==> src/rtl/regfile_scoreboard_if.sv <==
// Register file bus: decode read/alloc, writeback write, flush, and scoreboard status.
// The master side (pipeline) drives addresses, strobes and data; the slave side (register
// file) returns read data, busy flags and the write counter.
interface regfile_scoreboard_if #(
    parameter int unsigned XLEN  = 64,
    parameter int unsigned NREGS = 32,
    parameter int unsigned NRD   = 2
);
    localparam int unsigned AW = $clog2(NREGS);

    logic [NRD*AW-1:0]   rd_addr;
    logic [NRD*XLEN-1:0] rd_data;
    logic [NRD-1:0]      rd_busy;
    logic                wr_en;
    logic [AW-1:0]       wr_addr;
    logic [XLEN-1:0]     wr_data;
    logic                alloc_en;
    logic [AW-1:0]       alloc_addr;
    logic                flush;
    logic [NREGS-1:0]    busy_vec;
    logic [15:0]         wr_count;

    modport master (
        output rd_addr, wr_en, wr_addr, wr_data, alloc_en, alloc_addr, flush,
        input  rd_data, rd_busy, busy_vec, wr_count
    );

    modport slave (
        input  rd_addr, wr_en, wr_addr, wr_data, alloc_en, alloc_addr, flush,
        output rd_data, rd_busy, busy_vec, wr_count
    );
endinterface

==> src/rtl/regfile_scoreboard.sv <==
// Parametrised register file with one clocked write port, NRD combinational read ports,
// optional write-to-read bypass, hardwired zero register, a per-register busy scoreboard
// for hazard detection and a saturating count of committed writes.
module regfile_scoreboard #(
    parameter int unsigned XLEN   = 64,
    parameter int unsigned NREGS  = 32,
    parameter int unsigned NRD    = 2,
    parameter int unsigned BYPASS = 1
) (
    input logic                clk,
    input logic                rst_n,
    regfile_scoreboard_if.slave bus
);
    localparam int unsigned AW = $clog2(NREGS);

    logic [XLEN-1:0]  mem_q [NREGS];
    logic [NREGS-1:0] busy_q, busy_d;
    logic [15:0]      cnt_q, cnt_d;
    logic             wr_hit;
    logic             alloc_hit;

    // Writes and allocs targeting register 0 are dropped entirely.
    assign wr_hit    = bus.wr_en && (bus.wr_addr != '0);
    assign alloc_hit = bus.alloc_en && (bus.alloc_addr != '0);

    // Storage: register 0 is only ever reset, so it reads zero forever.
    always_ff @(posedge clk or negedge rst_n) begin
        if (!rst_n) begin
            for (int i = 0; i < int'(NREGS); i++) begin
                mem_q[i] <= '0;
            end
        end else if (wr_hit) begin
            mem_q[bus.wr_addr] <= bus.wr_data;
        end
    end

    // Scoreboard next state: flush beats alloc, alloc beats a same-cycle write clear.
    always_comb begin
        busy_d = busy_q;
        if (bus.flush) begin
            busy_d = '0;
        end else begin
            if (wr_hit) begin
                busy_d[bus.wr_addr] = 1'b0;
            end
            if (alloc_hit) begin
                busy_d[bus.alloc_addr] = 1'b1;
            end
        end
    end

    // Committed-write counter, saturating rather than wrapping.
    always_comb begin
        cnt_d = cnt_q;
        if (wr_hit && (cnt_q != 16'hFFFF)) begin
            cnt_d = cnt_q + 16'd1;
        end
    end

    // Scoreboard and counter state.
    always_ff @(posedge clk or negedge rst_n) begin
        if (!rst_n) begin
            busy_q <= '0;
            cnt_q  <= '0;
        end else begin
            busy_q <= busy_d;
            cnt_q  <= cnt_d;
        end
    end

    for (genvar k = 0; k < int'(NRD); k++) begin : g_rd
        logic [AW-1:0] ra;
        logic          fwd;

        assign ra  = bus.rd_addr[k*AW +: AW];
        // wr_hit already excludes register 0, so a forward never targets it.
        assign fwd = (BYPASS != 0) && wr_hit && (bus.wr_addr == ra);

        assign bus.rd_data[k*XLEN +: XLEN] = fwd ? bus.wr_data : mem_q[ra];
        // A forwarded write retires the pending producer unless a new one allocs this cycle.
        assign bus.rd_busy[k] = busy_q[ra] &&
                                !(fwd && !(bus.alloc_en && (bus.alloc_addr == ra)));
    end

    assign bus.busy_vec = busy_q;
    assign bus.wr_count = cnt_q;
endmodule

==> src/flat_wrapper.sv <==
// flat-port wrapper written by rule: the top's interface ports become plain ports
module regfile_scoreboard_flat 
#(
    parameter int unsigned XLEN   = 64,
    parameter int unsigned NREGS  = 32,
    parameter int unsigned NRD    = 2,
    parameter int unsigned BYPASS = 1
)
  (clk, rst_n, bus_rd_addr, bus_wr_en, bus_wr_addr, bus_wr_data, bus_alloc_en, bus_alloc_addr, bus_flush, bus_rd_data, bus_rd_busy, bus_busy_vec, bus_wr_count);
  regfile_scoreboard_if #(.XLEN(XLEN), .NREGS(NREGS), .NRD(NRD)) bus_i ();
  input logic clk;
  input logic rst_n;
  input wire logic [$bits(bus_i.rd_addr)-1:0] bus_rd_addr;
  input wire logic [$bits(bus_i.wr_en)-1:0] bus_wr_en;
  input wire logic [$bits(bus_i.wr_addr)-1:0] bus_wr_addr;
  input wire logic [$bits(bus_i.wr_data)-1:0] bus_wr_data;
  input wire logic [$bits(bus_i.alloc_en)-1:0] bus_alloc_en;
  input wire logic [$bits(bus_i.alloc_addr)-1:0] bus_alloc_addr;
  input wire logic [$bits(bus_i.flush)-1:0] bus_flush;
  output wire logic [$bits(bus_i.rd_data)-1:0] bus_rd_data;
  output wire logic [$bits(bus_i.rd_busy)-1:0] bus_rd_busy;
  output wire logic [$bits(bus_i.busy_vec)-1:0] bus_busy_vec;
  output wire logic [$bits(bus_i.wr_count)-1:0] bus_wr_count;
  assign bus_i.rd_addr = bus_rd_addr;
  assign bus_i.wr_en = bus_wr_en;
  assign bus_i.wr_addr = bus_wr_addr;
  assign bus_i.wr_data = bus_wr_data;
  assign bus_i.alloc_en = bus_alloc_en;
  assign bus_i.alloc_addr = bus_alloc_addr;
  assign bus_i.flush = bus_flush;
  assign bus_rd_data = bus_i.rd_data;
  assign bus_rd_busy = bus_i.rd_busy;
  assign bus_busy_vec = bus_i.busy_vec;
  assign bus_wr_count = bus_i.wr_count;
  regfile_scoreboard #(.XLEN(XLEN), .NREGS(NREGS), .NRD(NRD), .BYPASS(BYPASS)) u_core (.clk(clk), .rst_n(rst_n), .bus(bus_i));
endmodule
==> config.mk <==
export PLATFORM = sky130hd
export DESIGN_NAME = regfile_scoreboard_flat
export DESIGN_NICKNAME = d
export VERILOG_FILES = /design/src/rtl/regfile_scoreboard_if.sv /design/src/rtl/regfile_scoreboard.sv /design/src/flat_wrapper.sv
export SDC_FILE = /design/constraint.sdc
export NUM_CORES = 2
export LEC_CHECK = 0
export CORE_ASPECT_RATIO = 1.1
export CORE_MARGIN = 1
export CORE_UTILIZATION = 50
export DETAILED_ROUTE_END_ITERATION = 10
export PLACE_DENSITY = 0.72
export SLEW_MARGIN = 20
export SYNTH_ARGS = -nofsm -noshare
export SYNTH_HDL_FRONTEND = slang
export SYNTH_SLANG_ARGS = --single-unit
==> constraint.sdc <==
create_clock -name clk -period 2.55 [get_ports clk]
set_input_delay 0.3825 -clock clk [delete_from_list [all_inputs] [get_ports clk]]
set_output_delay 0.3825 -clock clk [all_outputs]
set_load 0.03 [all_outputs]
==> results.json <==
{
  "status": "finished with violations",
  "failed_checks": "setup timing",
  "critPathMaxFanout": 2,
  "worstSkewPairLatency_ns": 0.89,
  "pin_count": 267,
  "clock_skew_ns": 0.0456,
  "fillers": 15500,
  "arrival_ns": 2.87,
  "mostFrequentLayoutCells": "dfrtp_1, mux2_2, mux4_2",
  "cts_sinks": 2096,
  "setup_viol_count_final": 130,
  "hpwl_um": 278000,
  "synthCells": 7684,
  "antenna_found_initial": 12,
  "synth_area_um2": 112000,
  "place_congestion": 0.941,
  "finalSetupTns_ns": -66.06,
  "ir_drop_uv": 786,
  "drv_cap": 0,
  "synth-seq-area-share_pct": 46.6,
  "muxShareOfSynthArea_pct": 41.3,
  "pwr_density_cell_nw_per_um2": 734,
  "syn_to_final_growth_pct": 27.0,
  "hold_ws_ns": 0.0418,
  "path_class": "reg -> out",
  "vias_per_cell": 7.00,
  "ys_seq_elements": 2096,
  "initial_core_util_pct": 50.3,
  "cp_slowest_cell": "mux4_2",
  "synth_area_per_cell_um2": 14.6,
  "hold_violations": 0,
  "drc": 0,
  "synthFlopType": "dfrtp_1",
  "grt_pass1_wl_um": 608000,
  "rows": 182,
  "postRouteWirelength_um": 423000,
  "grt_max_degree": 132,
  "dieWidth_um": 454,
  "placedCellCount": 11200,
  "grt_overflow_total": 0,
  "hold_path_class": "in -> async",
  "num-nets-final": 8781,
  "finalCritPeriodShare_pct": 127,
  "synth_fa_ha_area_share_pct": 0.0111,
  "cts.path.max_buffers": 3,
  "drt_iter0_drc": 10100,
  "clockRootBuffer": "clkbuf_16",
  "synth_top_family_by_area": "multiplexers",
  "fmax_ghz": 0.308,
  "fin_cells": 11800,
  "rsz0062_at_grt": "true",
  "core-area_um2": 224000,
  "slew-limit-headroom_pct": 42.5,
  "critPathMaxStageDelay_ns": 0.52,
  "syn-num-nets": 7774,
  "ys_types": 66,
  "synth-simple-area-share_pct": 2.19,
  "path_clk_slew_ns": 0.06,
  "vias": 82700,
  "p_total_uw": 105000,
  "cts_inserted_buffers": 219,
  "min_period_ns": 3.25,
  "yosys_warnings": 0,
  "h-tree-depth": 4,
  "async_flop_share_pct": 100,
  "tightest_slew_ns": 0.863,
  "grtUsageTotal_pct": 37.1,
  "antenna_left": 0,
  "startpoint_type": "flip-flop",
  "cts_tree": "done",
  "wl_per_cell_um": 35.8,
  "synth_compound_gate_area_share_pct": 5.56,
  "portBuffers": 266,
  "die_y_um": 499,
  "synth_edf_count": 0,
  "worstPathRequired_ns": 2.17,
  "p_leak_uw": 0.0621,
  "drtPass1Iterations": 8,
  "synth_xor_area_share_pct": 0.273,
  "crit_chain": "mux4_2, mux4_2, a21oi_4, buf_6, a21oi_4, buf_12",
  "layout_setup_ws_ns": -0.698,
  "final_common_cell": "dfrtp_1",
  "drive_above_1_share_pct": 59.9,
  "dieArea_um2": 227000,
  "slew_viol_final": 0,
  "cp-end-kind": "output pin",
  "grt_pass1_vias": 85700
}
==> registers in the layout, summed over array words and instances, names as in the netlist <==
name                 flops
u_core.bus.busy_vec     32
u_core.bus.wr_count     16
u_core.mem_q          2048
==> worst max-delay path: cells and delay by family (launching register included) <==
family	cells	cell delay, ns
AOI/OAI and AO/OA	2	0.26
buffers and inverters	2	0.29
DFF	1	0.39
muxes	2	1.02
==> Yosys cell counts, drive strengths merged, types with 18 or more instances <==
library cell / count / area [um^2]
mux2i: 329 / 3290
o221ai: 118 / 1030
a31oi: 52 / 325
o21ai: 104 / 521
mux2: 1955 / 22000
o211ai: 19 / 143
nor2: 149 / 582
mux4: 939 / 21100
a21oi: 144 / 721
nand2: 141 / 532
and2: 49 / 307
buf: 442 / 2780
xor2: 18 / 158
o22a: 28 / 245
a211o: 40 / 350
clkbuf: 457 / 1720
dfrtp: 2096 / 52500
nand3: 48 / 240
nor2b: 49 / 307
o21a: 21 / 158
o22ai: 139 / 870
a22oi: 117 / 878
a211oi: 64 / 480
==> worst paths after layout <==
kind / start / endpoint / slack, ns / cells past startpoint
max in group asynchronous: rst_n / u_core.mem_q[1034]$_DFFE_PN0P_ / 1.27 / 3
min in group clk: bus_flush / u_core.bus.busy_vec[0]$_DFF_PN0_ / 0.30 / 3
setup / recovery: u_core.mem_q[792]$_DFFE_PN0P_ / bus_rd_data[88] / -0.70 / 6
setup reg to reg: u_core.bus.wr_count[7]$_DFFE_PN0P_ / u_core.bus.wr_count[8]$_DFFE_PN0P_ / 0.56 / 6
hold reg to reg: u_core.mem_q[2008]$_DFFE_PN0P_ / u_core.mem_q[2008]$_DFFE_PN0P_ / 0.40 / 0
hold / removal: rst_n / u_core.mem_q[1796]$_DFFE_PN0P_ / 0.04 / 2
==> report_power, final <==
part / total (uW) / leakage [uW] / internal (uW) / switching (uW)
combinational: 26700 / 0.0315 / 15400 / 11300
sequential: 44400 / 0.0269 / 39500 / 4900
clock: 33700 / 0.00370 / 19300 / 14400
total: 105000 / 0.0621 / 74300 / 30500
==> cell families (layout without fill, tap and decap cells) <==
family / Yosys count / count (layout)
XOR/XNOR: 35 / 35
other: 0 / 4
adder cells (fa/ha/maj): 1 / 1
buffers and inverters: 910 / 2096
multiplexers: 3223 / 3223
flip-flops: 2096 / 2096
AND/OR/NAND/NOR: 514 / 514
AO/OA/AOI/OAI: 905 / 905
==> stage by stage <==
step	instance area [um^2]	util [%]	setup slack, ns
after global routing	143000	63.9	-0.748
final	143000	63.9	-0.698
after detailed placement	130000	58.0	-0.897
after floorplan	113000	-	-0.131
after global placement	130000	58.0	-0.894
after CTS	142000	63.3	-0.726
==> cell type report <==
class	instances	area, um^2	area share (%)
Antenna cell	4	10.0	0.00701
Clock buffer	315	6350	4.45
Clock inverter	85	1150	0.807
Inverter	11	50.0	0.0350
Multi-Input combinational cell	4678	58900	41.2
Sequential cell	2096	52500	36.7
Tap cell	2944	3680	2.58
Timing Repair Buffer	1685	20300	14.2
==> routing by layer <==
| metal | GRT usage, % | share of wire, % |
|---|---|---|
| met5 | 0 | 0.011 |
| met4 | 26.3 | 8.2 |
| met3 | 10.5 | 11 |
| met2 | 55.0 | 45 |
| met1 | 47.0 | 36 |
==> what timing repair did <==
action	CTS	global route
hold endpoints to repair	1207	0
setup endpoints to repair	130	130
hold buffers	1	0
gates cloned	20	4
resized for setup	545	181
setup buffers	178	66
pin swaps	285	107
(Power assumes the default switching activity.)
